$ cat src/rtl/multicycle_controller.sv
// -----------------------------------------------------------------------------
// multicycle_controller
//
// Moore control FSM for a multi-cycle RV32I-subset datapath that shares one
// memory port for instructions and data. Every instruction runs through
// fetch / decode / execute / memory / writeback steps. The ALU, register file
// and memory are reused across these steps.
//
// Ports:
//   clk, rst      rising-edge clock, asynchronous active-high reset
//   instr         instruction register contents (opcode, funct3, funct7b5 used)
//   eq            ALU zero flag, consulted only for branches
//   mem_ready     memory completes the current access this cycle
//   pc_write, ir_write, reg_write, mem_req, mem_we   datapath enables
//   adr_src, alu_src_a, alu_src_b, alu_ctrl,
//   result_src, imm_src                              datapath mux selects
//   halted        illegal instruction trapped
//   state         current state encoding (debug)
// -----------------------------------------------------------------------------
module multicycle_controller #(
    parameter int DATA_WIDTH = 32
) (
    input  logic                  clk,
    input  logic                  rst,
    input  logic [DATA_WIDTH-1:0] instr,
    input  logic                  eq,
    input  logic                  mem_ready,
    output logic                  pc_write,
    output logic                  ir_write,
    output logic                  reg_write,
    output logic                  mem_req,
    output logic                  mem_we,
    output logic                  adr_src,
    output logic [1:0]            alu_src_a,
    output logic [1:0]            alu_src_b,
    output logic [2:0]            alu_ctrl,
    output logic [1:0]            result_src,
    output logic [2:0]            imm_src,
    output logic                  halted,
    output logic [3:0]            state
);

    typedef enum logic [3:0] {
        S_FETCH    = 4'd0,
        S_DECODE   = 4'd1,
        S_MEMADR   = 4'd2,
        S_MEMREAD  = 4'd3,
        S_MEMWB    = 4'd4,
        S_MEMWRITE = 4'd5,
        S_EXEC_R   = 4'd6,
        S_EXEC_I   = 4'd7,
        S_ALUWB    = 4'd8,
        S_BRANCH   = 4'd9,
        S_LUI      = 4'd10,
        S_HALT     = 4'd15
    } state_t;

    localparam logic [6:0] OP_R   = 7'b0110011;
    localparam logic [6:0] OP_I   = 7'b0010011;
    localparam logic [6:0] OP_LW  = 7'b0000011;
    localparam logic [6:0] OP_SW  = 7'b0100011;
    localparam logic [6:0] OP_BR  = 7'b1100011;
    localparam logic [6:0] OP_LUI = 7'b0110111;

    // Opcode/funct3 combinations the datapath can execute.
    function automatic logic is_legal(input logic [6:0] op, input logic [2:0] f3);
        logic ok;
        case (op)
            OP_R, OP_I: begin
                case (f3)
                    3'b000, 3'b010, 3'b110, 3'b111: ok = 1'b1;
                    default:                        ok = 1'b0;
                endcase
            end
            OP_LW, OP_SW: ok = (f3 == 3'b010);
            OP_BR:        ok = (f3 == 3'b000) || (f3 == 3'b001);
            OP_LUI:       ok = 1'b1;
            default:      ok = 1'b0;
        endcase
        return ok;
    endfunction

    // ALU operation for R/I arithmetic; sub only when the caller allows it.
    function automatic logic [2:0] alu_from_f3(input logic [2:0] f3, input logic use_sub);
        logic [2:0] op;
        case (f3)
            3'b000:  op = use_sub ? 3'b001 : 3'b000;
            3'b010:  op = 3'b101;
            3'b110:  op = 3'b011;
            3'b111:  op = 3'b010;
            default: op = 3'b000;
        endcase
        return op;
    endfunction

    state_t      state_r;
    state_t      state_next_s;
    logic [6:0]  opcode_s;
    logic [2:0]  funct3_s;
    logic        funct7b5_s;
    logic        pc_write_s;
    logic        ir_write_s;
    logic        reg_write_s;
    logic        mem_req_s;
    logic        mem_we_s;
    logic        halted_s;
    logic        unused_s;

    assign opcode_s   = instr[6:0];
    assign funct3_s   = instr[14:12];
    assign funct7b5_s = instr[30];
    assign unused_s   = ^{instr[DATA_WIDTH-1:31], instr[29:15], instr[11:7]};

    // State register.
    always_ff @(posedge clk or posedge rst) begin
        if (rst) begin
            state_r <= S_FETCH;
        end else begin
            state_r <= state_next_s;
        end
    end

    // Next-state and per-state datapath controls.
    always_comb begin
        state_next_s = state_r;
        pc_write_s   = 1'b0;
        ir_write_s   = 1'b0;
        reg_write_s  = 1'b0;
        mem_req_s    = 1'b0;
        mem_we_s     = 1'b0;
        halted_s     = 1'b0;
        adr_src      = 1'b0;
        alu_src_a    = 2'b00;
        alu_src_b    = 2'b00;
        alu_ctrl     = 3'b000;
        result_src   = 2'b00;
        imm_src      = 3'b000;
        case (state_r)
            S_FETCH: begin
                // PC + 4 is computed and written back directly from the ALU.
                mem_req_s  = 1'b1;
                alu_src_b  = 2'b10;
                result_src = 2'b10;
                if (mem_ready) begin
                    ir_write_s   = 1'b1;
                    pc_write_s   = 1'b1;
                    state_next_s = S_DECODE;
                end else begin
                    state_next_s = S_FETCH;
                end
            end
            S_DECODE: begin
                // oldPC + B-immediate lands in ALUOut as the branch target.
                alu_src_a = 2'b01;
                alu_src_b = 2'b01;
                imm_src   = 3'b010;
                if (!is_legal(opcode_s, funct3_s)) begin
                    state_next_s = S_HALT;
                end else begin
                    case (opcode_s)
                        OP_LW, OP_SW: state_next_s = S_MEMADR;
                        OP_R:         state_next_s = S_EXEC_R;
                        OP_I:         state_next_s = S_EXEC_I;
                        OP_BR:        state_next_s = S_BRANCH;
                        OP_LUI:       state_next_s = S_LUI;
                        default:      state_next_s = S_HALT;
                    endcase
                end
            end
            S_MEMADR: begin
                alu_src_a = 2'b10;
                alu_src_b = 2'b01;
                if (opcode_s == OP_SW) begin
                    imm_src      = 3'b001;
                    state_next_s = S_MEMWRITE;
                end else begin
                    imm_src      = 3'b000;
                    state_next_s = S_MEMREAD;
                end
            end
            S_MEMREAD: begin
                mem_req_s = 1'b1;
                adr_src   = 1'b1;
                if (mem_ready) begin
                    state_next_s = S_MEMWB;
                end else begin
                    state_next_s = S_MEMREAD;
                end
            end
            S_MEMWB: begin
                reg_write_s  = 1'b1;
                result_src   = 2'b01;
                state_next_s = S_FETCH;
            end
            S_MEMWRITE: begin
                mem_req_s = 1'b1;
                mem_we_s  = 1'b1;
                adr_src   = 1'b1;
                if (mem_ready) begin
                    state_next_s = S_FETCH;
                end else begin
                    state_next_s = S_MEMWRITE;
                end
            end
            S_EXEC_R: begin
                alu_src_a    = 2'b10;
                alu_src_b    = 2'b00;
                alu_ctrl     = alu_from_f3(funct3_s, funct7b5_s);
                state_next_s = S_ALUWB;
            end
            S_EXEC_I: begin
                alu_src_a    = 2'b10;
                alu_src_b    = 2'b01;
                imm_src      = 3'b000;
                alu_ctrl     = alu_from_f3(funct3_s, 1'b0);
                state_next_s = S_ALUWB;
            end
            S_ALUWB: begin
                reg_write_s  = 1'b1;
                result_src   = 2'b00;
                state_next_s = S_FETCH;
            end
            S_BRANCH: begin
                // rd1 - rd2 drives eq; ALUOut still holds the target.
                alu_src_a  = 2'b10;
                alu_src_b  = 2'b00;
                alu_ctrl   = 3'b001;
                result_src = 2'b00;
                if (funct3_s == 3'b000) begin
                    pc_write_s = eq;
                end else if (funct3_s == 3'b001) begin
                    pc_write_s = ~eq;
                end else begin
                    pc_write_s = 1'b0;
                end
                state_next_s = S_FETCH;
            end
            S_LUI: begin
                alu_src_a    = 2'b11;
                alu_src_b    = 2'b01;
                imm_src      = 3'b011;
                state_next_s = S_ALUWB;
            end
            S_HALT: begin
                halted_s     = 1'b1;
                state_next_s = S_HALT;
            end
            default: begin
                // Unused encodings trap on the next edge.
                state_next_s = S_HALT;
            end
        endcase
    end

    // Reset suppresses every write enable immediately, even mid-access.
    always_comb begin
        if (rst) begin
            pc_write  = 1'b0;
            ir_write  = 1'b0;
            reg_write = 1'b0;
            mem_req   = 1'b0;
            mem_we    = 1'b0;
            halted    = 1'b0;
        end else begin
            pc_write  = pc_write_s;
            ir_write  = ir_write_s;
            reg_write = reg_write_s;
            mem_req   = mem_req_s;
            mem_we    = mem_we_s;
            halted    = halted_s;
        end
    end

    assign state = state_r;

endmodule

$ cat config.mk
export PLATFORM = sky130hd
export DESIGN_NAME = multicycle_controller
export DESIGN_NICKNAME = d
export VERILOG_FILES = /design/src/rtl/multicycle_controller.sv
export SDC_FILE = /design/constraint.sdc
export NUM_CORES = 1
export LEC_CHECK = 0
export BUFFER_PORTS_ARGS = -buffer_cell sky130_fd_sc_hd__buf_2
export CAP_MARGIN = 20
export CORE_UTILIZATION = 37
export CTS_CLUSTER_SIZE = 12
export DETAILED_ROUTE_END_ITERATION = 12
export GPL_TIMING_DRIVEN = 0
export PLACE_DENSITY_LB_ADDON = 0.2
export SYNTH_ARGS = -nofsm -noshare
export SYNTH_HDL_FRONTEND = slang
export SYNTH_SLANG_ARGS = --single-unit
export TNS_END_PERCENT = 10
$ cat constraint.sdc
create_clock -name clk -period 1.9 [get_ports clk]
set_clock_uncertainty 0.05 [all_clocks]
set_input_delay 0.19 -clock clk [delete_from_list [all_inputs] [get_ports clk]]
set_output_delay 0.19 -clock clk [all_outputs]
set_load 0.01 [all_outputs]
==> results of run 1 <==
[layout by cell type, fill, tap and decap left out, types with 4 or more instances in the layout]
| master | count |
|---|---|
| buf_2 | 38 |
| nor2_1 | 17 |
| a21oi_1 | 6 |
| nor2b_1 | 6 |
| nor3_1 | 5 |
| clkbuf_2 | 4 |
| nand2_1 | 4 |
| o21ai_1 | 4 |
| nor4_1 | 4 |
| dfrtp_1 | 4 |
[power by group]
| group | leakage, nW | total, mW | internal (mW) | switching [mW] |
|---|---|---|---|---|
| Combinational | 0.395 | 1.09 | 0.460 | 0.633 |
| Sequential | 0.0477 | 0.184 | 0.134 | 0.0497 |
| Clock | 0.0138 | 0.103 | 0.0705 | 0.0325 |
| Total | 0.457 | 1.38 | 0.664 | 0.715 |
[through the flow]
stage | hold slack [ns] | std cells | TNS [ns] | instance area (um^2)
2_1_floorplan | -0.0886 | 101 | 0 | 681
3_3_place_gp | 0.0853 | 160 | 0 | 882
3_5_place_dp | 0.0910 | 160 | 0 | 882
4_1_cts | 0.226 | 164 | 0 | 923
5_1_grt | 0.250 | 164 | -0.0529 | 937
6_report | 0.253 | 164 | 0 | 937
[cell families (layout without fill, tap and decap cells)]
| kind of cell | after synthesis | after routing | synth area share |
|---|---|---|---|
| simple gates | 56 | 56 | 0.480 |
| compound gates | 26 | 26 | 0.267 |
| buf+inv | 12 | 50 | 0.0754 |
| flops | 4 | 4 | 0.147 |
| xor+xnor | 2 | 2 | 0.0257 |
| other cells | 1 | 1 | 0.00551 |
[layer usage]
metal | track usage | wire length, um | up-vias | share of wire
li1 | - | - | 455 | -
met1 | 0.253 | 846 | 363 | 0.46
met2 | 0.306 | 850 | 42 | 0.47
met3 | 0.0480 | 124 | 0 | 0.068
met4 | 0 | 0 | 0 | 0
met5 | 0 | 0 | - | 0
[synth_stat cells, types with 2 or more instances]
| cell type | count | area [um^2] |
|---|---|---|
| or3_1 | 2 | 12.5 |
| nand3_1 | 2 | 10.0 |
| clkbuf_1 | 7 | 26.3 |
| nor4_1 | 4 | 25.0 |
| buf_2 | 2 | 10.0 |
| nand2b_1 | 3 | 18.8 |
| nor2b_1 | 7 | 43.8 |
| a21oi_1 | 6 | 30.0 |
| o21ai_1 | 4 | 20.0 |
| nand2_1 | 4 | 15.0 |
| a31oi_1 | 2 | 12.5 |
| nor2_1 | 17 | 63.8 |
| o31ai_1 | 2 | 15.0 |
| nor4b_2 | 2 | 30.0 |
| dfrtp_1 | 4 | 100 |
| nor3b_1 | 2 | 15.0 |
| o211ai_1 | 3 | 22.5 |
| nor3_1 | 5 | 25.0 |
| a22o_1 | 2 | 17.5 |
[cell type report]
type                            count  area, um^2
Buffer                             11        62.6
Clock buffer                        3        22.5
Fill cell                         185         790
Inverter                            1        3.75
Multi-Input combinational cell     85         537
Sequential cell                     4         100
Tap cell                           25        31.3
Timing Repair Buffer               35         180
[worst max-delay path, cell delays in order (launching register included)]
cell      delay [ns]
dfrtp_1         0.42
clkbuf_2        0.21
clkbuf_2        0.21
nor4_1          0.29
buf_2           0.18
[final timing paths]
check	to	depth (start not counted)	from
max	reg_write	4	state[1]$_DFF_PP0_
min	state[1]$_DFF_PP0_	3	instr[2]
max reg2reg	state[0]$_DFF_PP0_	3	state[1]$_DFF_PP0_
min reg2reg	state[3]$_DFF_PP0_	3	state[3]$_DFF_PP0_
max in group asynchronous	state[3]$_DFF_PP0_	3	rst
min in group asynchronous	state[1]$_DFF_PP0_	3	rst
[repair_timing]
item / 4_1_cts / 5_1_grt
endpoints found under the setup margin: 10 / 13
hold endpoints to repair: 4 / 0
resized for setup: 6 / 10
hold buffers: 1 / 0
==> results.cfg, run 1 <==
[placement]
pre_cts_ws_ns = 0.116
place.port_buffers = 34
place_hpwl_mm = 1.40
routabilityCongestion = 0.842

[critical_path]
start_kind = register
worstSetupPathType = reg2out
cp_data_required_time_ns = 1.66
reg2reg_slack_ns = 0.39
crit_fanout = 10
cp_data_arrival_time_ns = 1.54
cp-end-kind = output pin

[synth]
syn_area_um2 = 681
synth_seq_area_share = 0.147
ys_ff_latch = 4
synthCells = 101
synth_cell_type_count = 40
ys_warn_count = 0
synth.avg_cell_area_um2 = 6.74
synth-edff-count = 0
syn_nets = 137
ys.flop_type = dfrtp_1
synthArstFlopShare = 1.00

[grt]
grt_max_degree = 11
grt_pass1_vias = 676
antenna_found_initial = 0
grt_pass1_wl_mm = 2.83
grt_overflow_total = 0
track_usage = 0.183

[finish]
utilization = 0.543
antenna_cells = 0
area_growth_pct = 37.7
largest_reg_flops = 4
drive_above_1_share = 0.360
nets = 177

[route]
drc_errors = 0
ant_nets = 0
drtIter0Drc = 10
vias = 860
wirelength_mm = 1.82
wl_per_cell_um = 11.1
avgViaCountPerCell = 5.24
firstDrtPassIters = 4

[timing]
hold_viol_final = 0
fin_ws_ns = 0.123
max_freq_mhz = 563
setup_viol = 0
slew_headroom = 0.642
worstMarginPinSlew_ns = 0.536
fin_crit_sh = 0.936
rsz0062_at_grt = true
slew_violations = 0
min_period_ns = 1.78

[clocking]
numCtsBuffers = 3
cts_root_buf = clkbuf_4
cts_setup_buffers = 0
clk_pin_slew_ns = 0.04
clk_path_buf_depth = 2
cts_tree = yes
insertion_delay_ns = 0.23
cts-htree-levels = 1
cts.sinks = 4

[floorplan]
row_count = 15
die_width_um = 44.9
fp.coreArea_um2 = 1730
initial_core_util = 0.394
fp.dieH_um = 44.9
num_io_pins = 59
die_area_um2 = 2020

[worst_hold_path]
hold_path_class = in2reg

[power_and_ir_drop]
p_total_mw = 1.38
peakVddDrop_mv = 0.711
powerDensity_nw_per_um2 = 1470
leakage_nw = 0.457

[run]
drv_cap = 0

[outcome]
outcome = completed
Power figures use the tool's default switching activity.
==> run 2: changes to the inputs <==
--- a/config.mk
+++ b/config.mk
@@ -5,7 +5,7 @@
 export SDC_FILE = /design/constraint.sdc
 export NUM_CORES = 1
 export LEC_CHECK = 0
-export BUFFER_PORTS_ARGS = -buffer_cell sky130_fd_sc_hd__buf_2
+export BUFFER_PORTS_ARGS = -buffer_cell sky130_fd_sc_hd__clkbuf_2
 export CAP_MARGIN = 20
 export CORE_UTILIZATION = 37
 export CTS_CLUSTER_SIZE = 12
==> constraint.sdc (replaced) <==
create_clock -name clk -period 1.9 [get_ports clk]
set_clock_uncertainty 0.05 [all_clocks]
set_input_delay 0.19 -clock clk [delete_from_list [all_inputs] [get_ports clk]]
set_output_delay 0.19 -clock clk [all_outputs]
set_load 0.005 [all_outputs]
==> results.cfg, run 2 (synthesis gave the netlist of run 1 again) <==
[outcome]
outcome = completed

[floorplan]
initial_core_util = 0.394
die_area_um2 = 2020
row_count = 15
num_io_pins = 59
fp.coreArea_um2 = 1730
fp.dieH_um = 44.9
die_width_um = 44.9

[run]
drv_cap = 0

[placement]
routabilityCongestion = 0.842
place.port_buffers = 34
pre_cts_ws_ns = 0.108
place_hpwl_mm = 1.43

[route]
drc_errors = 0
avgViaCountPerCell = 5.27
ant_nets = 0
drtIter0Drc = 16
firstDrtPassIters = 5
vias = 865
wl_per_cell_um = 11.2
wirelength_mm = 1.83

[finish]
drive_above_1_share = 0.367
utilization = 0.546
final_common_cell = clkbuf_2
antenna_cells = 0
final_cell_mix = clkbuf_2, nor2_1, a21oi_1, nor2b_1, nor3_1
area_growth_pct = 38.6
largest_reg_flops = 4
nets = 177

[clocking]
insertion_delay_ns = 0.24
cts-htree-levels = 1
cts_root_buf = clkbuf_4
cts.sinks = 4
numCtsBuffers = 3
clk_path_buf_depth = 2
cts_setup_buffers = 0
clk_pin_slew_ns = 0.04
cts_tree = yes

[power_and_ir_drop]
peakVddDrop_mv = 0.812
powerDensity_nw_per_um2 = 1410
leakage_nw = 0.447

[timing]
slew_violations = 0
min_period_ns = 1.78
slew_headroom = 0.638
fin_crit_sh = 0.938
max_freq_mhz = 561
hold_viol_final = 0
whs_ns = 0.246
setup_viol = 0
tns_ns = 0
fin_ws_ns = 0.117
rsz0062_at_grt = false
worstMarginPinSlew_ns = 0.541

[critical_path]
cp-end-kind = output pin
cp_data_arrival_time_ns = 1.54
crit_fanout = 10
worstSetupPathType = reg2out
start_kind = register
cp_data_required_time_ns = 1.66

[grt]
grt_max_degree = 11
grt_overflow_total = 0
grt_pass1_vias = 707
grt_pass1_wl_mm = 2.96
track_usage = 0.192
antenna_found_initial = 0

[worst_hold_path]
hold_path_class = in2reg
==> run 2: changes by cell type in the layout (fill, tap and decap cells not counted) <==
cell / previous run / this run
buf_2: 38 / 3
clkbuf_2: 4 / 39
nor4_1: 4 / 3
nor4_2: 0 / 1
==> run 2: where the power goes <==
part,total (mW),switching (mW),internal (mW)
combinational,1.04,0.582,0.457
clock,0.104,0.0339,0.0706
sequential,0.185,0.0515,0.134
total,1.33,0.667,0.661
==> run 2: repair_timing <==
item | 4_1_cts | 5_1_grt
resized for setup | 6 | 10
setup endpoints to repair | 12 | 14
hold buffers | 1 | 0
endpoints found under the hold margin | 4 | 0
==> run 2: stage by stage <==
stage / power [mW] / instances / area [um^2]
final: 1.33 / 164 / 943
after global routing: 1.48 / 164 / 943
after CTS: 1.29 / 164 / 923
after detailed placement: 1.16 / 160 / 882
after global placement: 1.15 / 160 / 882
after floorplan: 0.844 / 101 / 681
==> run 2: worst paths after layout <==
path	from	endpoint	slack [ns]	cells past startpoint
min reg2reg	state[3]$_DFF_PP0_	state[3]$_DFF_PP0_	0.64	3
max reg2reg	state[1]$_DFF_PP0_	state[0]$_DFF_PP0_	0.37	3
min in group asynchronous	rst	state[1]$_DFF_PP0_	0.40	3
min	instr[2]	state[1]$_DFF_PP0_	0.25	3
max in group asynchronous	rst	state[2]$_DFF_PP0_	1.23	3
max	state[1]$_DFF_PP0_	ir_write	0.12	4
==> run 2: cell type report <==
cell class                 count  area, um^2
buffer                        11        62.6
clock buffer                   3        22.5
fill                         191         783
inverter                       1        3.75
multi-input combinational     85         543
sequential                     4         100
tap                           25        31.3
timing repair buffer          35         180
==> run 2: per-layer routing <==
metal | routed length [um] | global-route usage
met4 | 16 | 0.0182
met5 | 0 | 0
met1 | 869 | 0.262
met2 | 853 | 0.315
met3 | 94 | 0.0520
==> run 2: worst max-delay path, cell delays in order, from the launching register on <==
cell      delay (ns)
dfrtp_1         0.42
clkbuf_2        0.21
nor4_1          0.36
and3_1          0.21
clkbuf_2        0.11
